===== config.mk =====
export PLATFORM = sky130hd
export DESIGN_NAME = song_recorder
export DESIGN_NICKNAME = d
export VERILOG_FILES = /design/src/rtl/song_pkg.sv /design/src/rtl/hold_timer.sv /design/src/rtl/song_recorder.sv
export SDC_FILE = /design/constraint.sdc
export NUM_CORES = 1
export LEC_CHECK = 0
export BUFFER_PORTS_ARGS = -buffer_cell sky130_fd_sc_hd__buf_2
export CAP_MARGIN = 25
export CORE_MARGIN = 3
export CORE_UTILIZATION = 40
export CTS_CLUSTER_DIAMETER = 50
export DETAILED_ROUTE_END_ITERATION = 10
export GPL_ROUTABILITY_DRIVEN = 1
export PLACE_DENSITY_LB_ADDON = 0.2
export SLEW_MARGIN = 10
export SYNTH_ARGS = -nofsm -noshare
export SYNTH_HDL_FRONTEND = slang
export SYNTH_SLANG_ARGS = --single-unit

===== constraint.sdc =====
create_clock -name clk -period 2.4 [get_ports clk]
set_clock_uncertainty 0.1 [all_clocks]
set_input_delay 0.12 -clock clk [delete_from_list [all_inputs] [get_ports clk]]
set_output_delay 0.12 -clock clk [all_outputs]
set_load 0.01 [all_outputs]

===== src/rtl/song_pkg.sv =====
// song_pkg: shared widths, entry layout, terminator constant and FSM states for the song recorder
package song_pkg;
  localparam int NOTE_W = 4;
  localparam int DUR_W = 26;
  localparam int ADDR_W = 5;
  localparam logic [NOTE_W-1:0] NOTE_REST = '0;
  typedef struct packed {
    logic [NOTE_W-1:0] note;
    logic [DUR_W-1:0]  dur;
  } entry_t;
  localparam entry_t TERMINATOR = '{note: NOTE_REST, dur: '0};
  typedef enum logic [2:0] {
    IDLE  = 3'd0,
    ARMED = 3'd1,
    TRACK = 3'd2,
    TERM  = 3'd3,
    DONE  = 3'd4
  } state_e;
endpackage


===== src/rtl/hold_timer.sv =====
// hold_timer: saturating hold-duration counter with key-change and minimum-length flags
module hold_timer #(
  parameter int NOTE_W = song_pkg::NOTE_W,
  parameter int DUR_W = song_pkg::DUR_W,
  parameter int MIN_DURATION = 1_000_000
) (
  input  logic              clk,
  input  logic              rst,
  input  logic [NOTE_W-1:0] key_i,
  input  logic [NOTE_W-1:0] cur_key_i,
  input  logic              load_i,
  input  logic              inc_i,
  output logic [DUR_W-1:0]  dur_o,
  output logic              change_o,
  output logic              qual_o
);
  localparam logic [DUR_W-1:0] MIN_DUR = DUR_W'(MIN_DURATION);
  logic [DUR_W-1:0] dur_q, dur_d;
  always_comb dur_d = load_i ? DUR_W'(1) : (inc_i && !(&dur_q)) ? dur_q + DUR_W'(1) : dur_q;
  always_ff @(posedge clk)
    if (rst) dur_q <= '0;
    else dur_q <= dur_d;
  assign dur_o = dur_q;
  assign change_o = key_i != cur_key_i;
  assign qual_o = dur_q >= MIN_DUR;
endmodule


===== src/rtl/song_recorder.sv =====
// song_recorder: times key holds and writes {note, duration} entries plus a terminator to song memory.
// Define SONG_RECORDER_REST_EN to also record qualifying silent gaps as rest entries.
module song_recorder #(
  parameter int ADDR_W = song_pkg::ADDR_W,
  parameter int NOTE_W = song_pkg::NOTE_W,
  parameter int DUR_W = song_pkg::DUR_W,
  parameter int MIN_DURATION = 1_000_000
) (
  input  logic              clk,
  input  logic              rst,
  input  logic              record_start,
  input  logic              record_stop,
  input  logic [NOTE_W-1:0] user_input,
  output logic              mem_we,
  output logic [ADDR_W-1:0] mem_addr,
  output logic [NOTE_W-1:0] mem_note,
  output logic [DUR_W-1:0]  mem_duration,
  output logic              recording,
  output logic [ADDR_W:0]   entry_count,
  output logic              full,
  output logic              key_on,
  output logic [NOTE_W-1:0] key
);
  import song_pkg::*;
  localparam logic [ADDR_W:0] LAST = (ADDR_W+1)'((1 << ADDR_W) - 1);
  state_e state_q, state_d;
  logic [NOTE_W-1:0] cur_key_q, cur_key_d, note_q, note_d;
  logic [DUR_W-1:0] dur_q, dur_d, dur_cnt;
  logic [ADDR_W:0] cnt_q, cnt_d;
  logic full_q, full_d, we_q, we_d, entry_q, entry_d;
  logic load, inc, change, qual, keep, close, wrap;
  hold_timer #(.NOTE_W(NOTE_W), .DUR_W(DUR_W), .MIN_DURATION(MIN_DURATION)) u_timer (
    .clk(clk), .rst(rst), .key_i(user_input), .cur_key_i(cur_key_q),
    .load_i(load), .inc_i(inc), .dur_o(dur_cnt), .change_o(change), .qual_o(qual)
  );
  assign close = record_stop | change;
`ifdef SONG_RECORDER_REST_EN
  // a rest still open when recording stops is trailing silence and is dropped
  assign keep = qual & ((cur_key_q != NOTE_REST) | ~record_stop);
`else
  assign keep = qual & (cur_key_q != NOTE_REST);
`endif
  // the write that fills the last slot ends recording without a terminator
  assign wrap = we_q & entry_q & (cnt_q == LAST);
  always_comb begin
    state_d = state_q;
    cur_key_d = cur_key_q;
    note_d = note_q;
    dur_d = dur_q;
    cnt_d = cnt_q + (ADDR_W+1)'(we_q & entry_q);
    full_d = full_q;
    we_d = 1'b0;
    entry_d = 1'b0;
    load = 1'b0;
    inc = 1'b0;
    case (state_q)
      IDLE, DONE:
        if (record_start) begin
          state_d = ARMED;
          cnt_d = '0;
          full_d = 1'b0;
        end
      ARMED:
        if (record_stop) state_d = TERM;
        else if (user_input != NOTE_REST) begin
          state_d = TRACK;
          cur_key_d = user_input;
          load = 1'b1;
        end
      TRACK:
        if (close) begin
          we_d = keep;
          entry_d = keep;
          note_d = cur_key_q;
          dur_d = dur_cnt;
          if (record_stop) state_d = TERM;
          else begin
            cur_key_d = user_input;
            load = 1'b1;
          end
        end else inc = 1'b1;
      TERM: begin
        we_d = ~full_q;
        {note_d, dur_d} = TERMINATOR;
        state_d = DONE;
      end
      default: state_d = IDLE;
    endcase
    if (wrap) begin
      full_d = 1'b1;
      state_d = DONE;
      we_d = 1'b0;
      entry_d = 1'b0;
    end
  end
  always_ff @(posedge clk)
    if (rst) begin
      state_q <= IDLE;
      cur_key_q <= '0;
      note_q <= '0;
      dur_q <= '0;
      cnt_q <= '0;
      full_q <= 1'b0;
      we_q <= 1'b0;
      entry_q <= 1'b0;
    end else begin
      state_q <= state_d;
      cur_key_q <= cur_key_d;
      note_q <= note_d;
      dur_q <= dur_d;
      cnt_q <= cnt_d;
      full_q <= full_d;
      we_q <= we_d;
      entry_q <= entry_d;
    end
  // reset also cancels a write already registered for this cycle
  assign mem_we = we_q & ~rst;
  assign mem_addr = cnt_q[ADDR_W-1:0];
  assign mem_note = note_q;
  assign mem_duration = dur_q;
  assign recording = (state_q == ARMED) | (state_q == TRACK) | (state_q == TERM);
  assign entry_count = cnt_q;
  assign full = full_q;
  assign key_on = (state_q == TRACK) & (cur_key_q != NOTE_REST);
  assign key = (state_q == TRACK) ? cur_key_q : '0;
endmodule


* Word-level counts from Yosys, hierarchy flattened *
Index checks and enable logic that the tools add are counted.

word-level totals
  bits in writable memories = 0
  memories = 0
  logic and storage cells = 96
  register bits after elaboration = 72
  bits in read-only memories = 0
  latch bits = 0

operators by class
  mux-type cells = 33
  eq/ne operators = 17
  add/sub/neg operators = 2
  magnitude comparators = 1
  bitwise gates (word level) = 12
  divide/modulo/power cells = 0
  reduce and logical (&&, ||, !) cells = 20
  multiply operators = 0
  shift operators = 0

operators with widths
  cell                                                                 count
  one-hot mux 26 bit (2 select lines)                                  1
  adder 26 x 1 -> 26 bit, second input constant                        1
  greater-or-equal comparator 26 x 20 -> 1 bit, second input constant  1
  two-way mux 26 bit                                                   1
  AND reduction 26 bit                                                 1
  two-way mux 4 bit                                                    6
  two-way mux 3 bit                                                    6
  one-hot mux 4 bit (2 select lines)                                   2
  two-way mux 1 bit                                                    12
  two-way mux 6 bit                                                    2
  != test 2 bit, second input constant                                 6
  != test 3 bit, second input constant                                 4
  one-hot mux 3 bit (4 select lines)                                   1
  nonzero test 2 bit                                                   5
  AND reduction 4 bit                                                  2
  nonzero test 4 bit                                                   2
  adder 6 x 1 -> 6 bit                                                 1
  AND 1 bit                                                            6
  == test 3 x 2 -> 1 bit, second input constant                        2
  == test 6 x 5 -> 1 bit, second input constant                        1
  OR reduction 2 bit                                                   3
  AND reduction 5 bit                                                  1
  != test 4 bit                                                        1
  != test 4 bit, second input constant                                 1
  other kinds (10)                                                     16

* Longest topological paths before layout *
  word-level depth = 7
  depth in mapped cells = 7

* Hierarchy *
Synthesis repeated with hierarchy kept, for this count alone.

unflattened totals
  cell total of the unflattened synthesis = 409
  area, all modules = 3370.7 sq um

by module, submodules not included
  module         instances  cells each  sequential area each (sq um)  area each (sq um)
  song_recorder  1          225         920.9                         1874.3
  hold_timer     1          184         520.5                         1496.4

* Least setup slack after synthesis *
No wires, ideal clock.

  path type = reg2reg
  from = reg state_q[2]
  to = reg u_timer.dur_q[4] (netlist: u_timer.dur_o[4])
  required time = 2234 ps
  arrival time = 1893 ps
  setup slack = 341 ps
  library setup time = 66 ps
  buffers on the path = 1
  stages on the path, launching flop included = 6
  path through = dfxtp_1 > or4b_4 > a311o_1 > buf_4 > or3_1 > a21oi_2

between the ends
  longest elaborated chain between the ends = 3

RTL lines
  item                                                                             line                  source
  from (decl)                                                                      song_recorder.sv:26   state_e state_q, state_d;
  from (signal assigned)                                                           song_recorder.sv:107  state_q <= state_d;
  == test 3 x 2 -> 1 bit / == test 3 x 1 -> 1 bit (equally long branches)          song_recorder.sv:56   case (state_q)
  one-hot mux 1 bit (2 select lines) / two-way mux 1 bit (equally long branches)   song_recorder.sv:56
  OR reduction 2 bit (no source line) / logical AND 1 bit (equally long branches)  n/a
  to (signal assigned)                                                             hold_timer.sv:22      else dur_q <= dur_d;
  to (decl)                                                                        hold_timer.sv:18      logic [DUR_W-1:0] dur_q, dur_d;

Parallel ways exist; a longest one is shown, timed or not.
A chain may end at the register's enable or synchronous reset.

* Worst setup path in the final report *
  from = reg state_q[2]
  to = reg cur_key_q[1]

between the ends
  longest elaborated chain between the ends = 3

RTL lines
  item                                                                         line                  source
  == test 3 x 1 -> 1 bit / == test 3 x 2 -> 1 bit (equally long branches)      song_recorder.sv:56
  != test 2 bit (no source line) / nonzero test 2 bit (equally long branches)  n/a
  AND reduction 5 bit (no source line)                                         n/a
  to (signal assigned)                                                         song_recorder.sv:108  cur_key_q <= cur_key_d;
  to (decl)                                                                    song_recorder.sv:27   logic [NOTE_W-1:0] cur_key_q, cur_key_d, note_q, note_d;

Parallel ways exist; a longest one is shown, timed or not.

==> results.sh <==
export IMPL_place_ws_ns=0.212
export IMPL_avgViaCountPerCell=5.47
export IMPL_die_area_um2=8880
export IMPL_slew_headroom_pct=58.1
export IMPL_dpl_hpwl_mm=5.63
export IMPL_first_pass_iters=4
export IMPL_cpMostUsedCell="buf_4"
export IMPL_ys_seq_area_share_pct=46.3
export IMPL_synth_cell_type_count=48
export IMPL_cts_sinks=72
export IMPL_max_stage_delay_ns=0.55
export IMPL_fp_row_count=31
export IMPL_grt_max_degree=26
export IMPL_cp_start_kind="flip-flop"
export IMPL_nets=425
export IMPL_synth_warnings=0
export IMPL_cts_made_buffers=9
export IMPL_clock_latency_ns=0.34
export IMPL_setup_viol=0
export IMPL_setup_slack_ns=0.0962
export IMPL_critPathSlowestCell="dlygate4sd3_1"
export IMPL_clockBufferDepth=2
export IMPL_crit_cells=7
export IMPL_fmax_mhz=434
export IMPL_synth_commonest_cells="dfxtp_1, a22o_1, a21oi_1"
export IMPL_min_delay_path_class="in2reg"
export IMPL_ir_drop_v=0.000417
export IMPL_synth_ff_type="dfxtp_1"
export IMPL_powerDensity_nw_per_um2=613
export IMPL_drt_iter0_drc=138
export IMPL_clkTransAtPathRegs_ns=0.07
export IMPL_root_buffer="clkbuf_8"
export IMPL_end_kind="flip-flop"
export IMPL_antenna_left=0
export IMPL_synth_top_area_share_pct=46.3
export IMPL_cp_num_buf_inv=3
export IMPL_critical_path_class="reg2reg"
export IMPL_syn_inst=338
export IMPL_grt_pass1_vias=2669
export IMPL_hold_violations=0
export IMPL_start_util_pct=42.1
export IMPL_cp_top_family="buffers and inverters"
export IMPL_fp_dieH_um=94.3
export IMPL_syn_to_final_growth_pct=25.3
export IMPL_coreArea_um2=7410
export IMPL_final_area_um2=3900
export IMPL_synth_seq_cells=72
export IMPL_grt_usage_pct=18.3
export IMPL_synth_nets=350
export IMPL_die_w_um=94.3
export IMPL_period_minus_slack_ns=2.30
export IMPL_reg2regPathDepth=7
export IMPL_io_pins=57
export IMPL_critical_path_required_ns=2.58
export IMPL_worst_slew_pin_slew_ns=0.612
export IMPL_antenna_cells=0
export IMPL_hold_depth=3
export IMPL_overflow=0
export IMPL_synth_top_cells_by_area="dfxtp_1, a22o_1, a21oi_1, or3_1, o21ai_0"
export IMPL_drt_wl_total_mm=7.84
export IMPL_antenna_found_initial=0
export IMPL_tritoncts="yes"
export IMPL_synth_area_leader_cell="dfxtp_1"
export IMPL_drc_errors=0
export IMPL_postSynthAreaPerCell_um2=9.22
export IMPL_drive_above_1_share_pct=25.1
export IMPL_cts_setup_buffers=0
export IMPL_slew_violations=0
export IMPL_outcome="finished clean"
export IMPL_dpl_cell_area_um2=3600
export IMPL_fin_crit_sh_pct=96.0
export IMPL_io_buffer_count=56
export IMPL_crit_chain="or4b_4 -> buf_4 -> a41oi_2 -> buf_4 -> o21ai_0 -> a21oi_1 -> dlygate4sd3_1"
export IMPL_cp_max_fo=4
export IMPL_async_flop_share_pct=0
export IMPL_critical_path_arrival_ns=2.49
export IMPL_leakage_nw=1.55
export IMPL_htree_levels=3
export IMPL_syn_area_um2=3120
export IMPL_synth_edf_count=0
export IMPL_place_congestion=0.860
export IMPL_reg2reg_setup_slack_ns=0.1
export IMPL_routedWlPerCell_um=15.2
export IMPL_vias=2826
export IMPL_drv_cap=0
export IMPL_grt_pass1_wl_mm=12.8
export IMPL_yosysMostFrequentCell="dfxtp_1"
[logic make-up after synthesis]
family	share of synthesized area (%)
AO/OA/AOI/OAI	22.0
buffers and inverters	4.18
XOR/XNOR	3.65
multiplexers	0.321
AND/OR/NAND/NOR	22.0
adder cells (fa/ha/maj)	1.61
flip-flops	46.3
[through the flow]
step | instances | total power [mW] | TNS (ns) | hold slack [ns] | util [%]
2_1_floorplan | 338 | 1.36 | 0 | 0.160 | -
3_3_place_gp | 493 | 1.44 | 0 | 0.325 | 48.6
3_5_place_dp | 493 | 1.45 | 0 | 0.335 | 48.6
4_1_cts | 518 | 2.42 | 0 | 0.00593 | 52.5
5_1_grt | 517 | 2.50 | -0.0218 | 0.0700 | 52.7
6_report | 517 | 2.39 | 0 | 0.0281 | 52.7
[registers in the layout, summed over array words and instances, names as in the netlist]
| register | cells |
|---|---|
| cur_key_q | 4 |
| full | 1 |
| we_q | 1 |
| mem_duration | 26 |
| u_timer.dur_o | 26 |
| entry_q | 1 |
| entry_count | 6 |
| state_q | 3 |
| mem_note | 4 |
[cell type report]
type                       count  area, um2
tap                           99        124
fill                         721       3500
clock buffer                  13        159
clock inverter                 3       40.0
inverter                      10       37.5
timing repair buffer          82        533
sequential                    72       1440
multi-input combinational    238       1570
[per-layer routing]
layer | GRT usage (%) | vias to the layer above | share of wire, %
met5 | 0 | - | 0
met4 | 6.14 | 0 | 0.92
met3 | 4.57 | 8 | 5.3
met2 | 31.0 | 74 | 48
met1 | 22.5 | 1334 | 45
li1 | - | 1410 | -
[power breakdown]
part / internal (mW) / leakage, nW / total, mW / switching, mW
clock: 0.535 / 0.103 / 0.956 / 0.422
sequential: 1.21 / 0.581 / 1.22 / 0.0129
combinational: 0.0852 / 0.867 / 0.217 / 0.132
total: 1.83 / 1.55 / 2.39 / 0.567
[placed cells by master (no fill, tap or decap), types with 8 or more instances in the layout]
cell,count
inv_1,10
buf_4,15
dlygate4sd3_1,8
a21oi_1,26
xnor2_1,9
buf_2,56
clkbuf_8,11
dfxtp_1,72
nand2_1,24
o21ai_0,19
nor2_1,16
nand3_1,12
a22o_1,30
or3_1,16
[worst register-to-register path: cells and delay by family, from the launching register on]
family	cells	cell delay, ns
AND/OR/NAND/NOR	1	0.54
AO/OA/AOI/OAI	3	0.42
flip-flops	1	0.31
buffers and inverters	3	0.88
[timing repair]
| item | 4_1_cts | 5_1_grt |
|---|---|---|
| setup endpoints to repair | 0 | 4 |
| hold buffers | 9 | 0 |
| gates resized for setup | 0 | 6 |
| hold endpoints to repair | 5 | 0 |
[final timing paths]
check                         from               end
hold / removal        record_start        state_q[0]
hold reg to reg   mem_duration[15]  mem_duration[15]
setup reg to reg        state_q[2]      cur_key_q[1]
setup / recovery        state_q[2]      cur_key_q[1]
(Power assumes the default switching activity.)
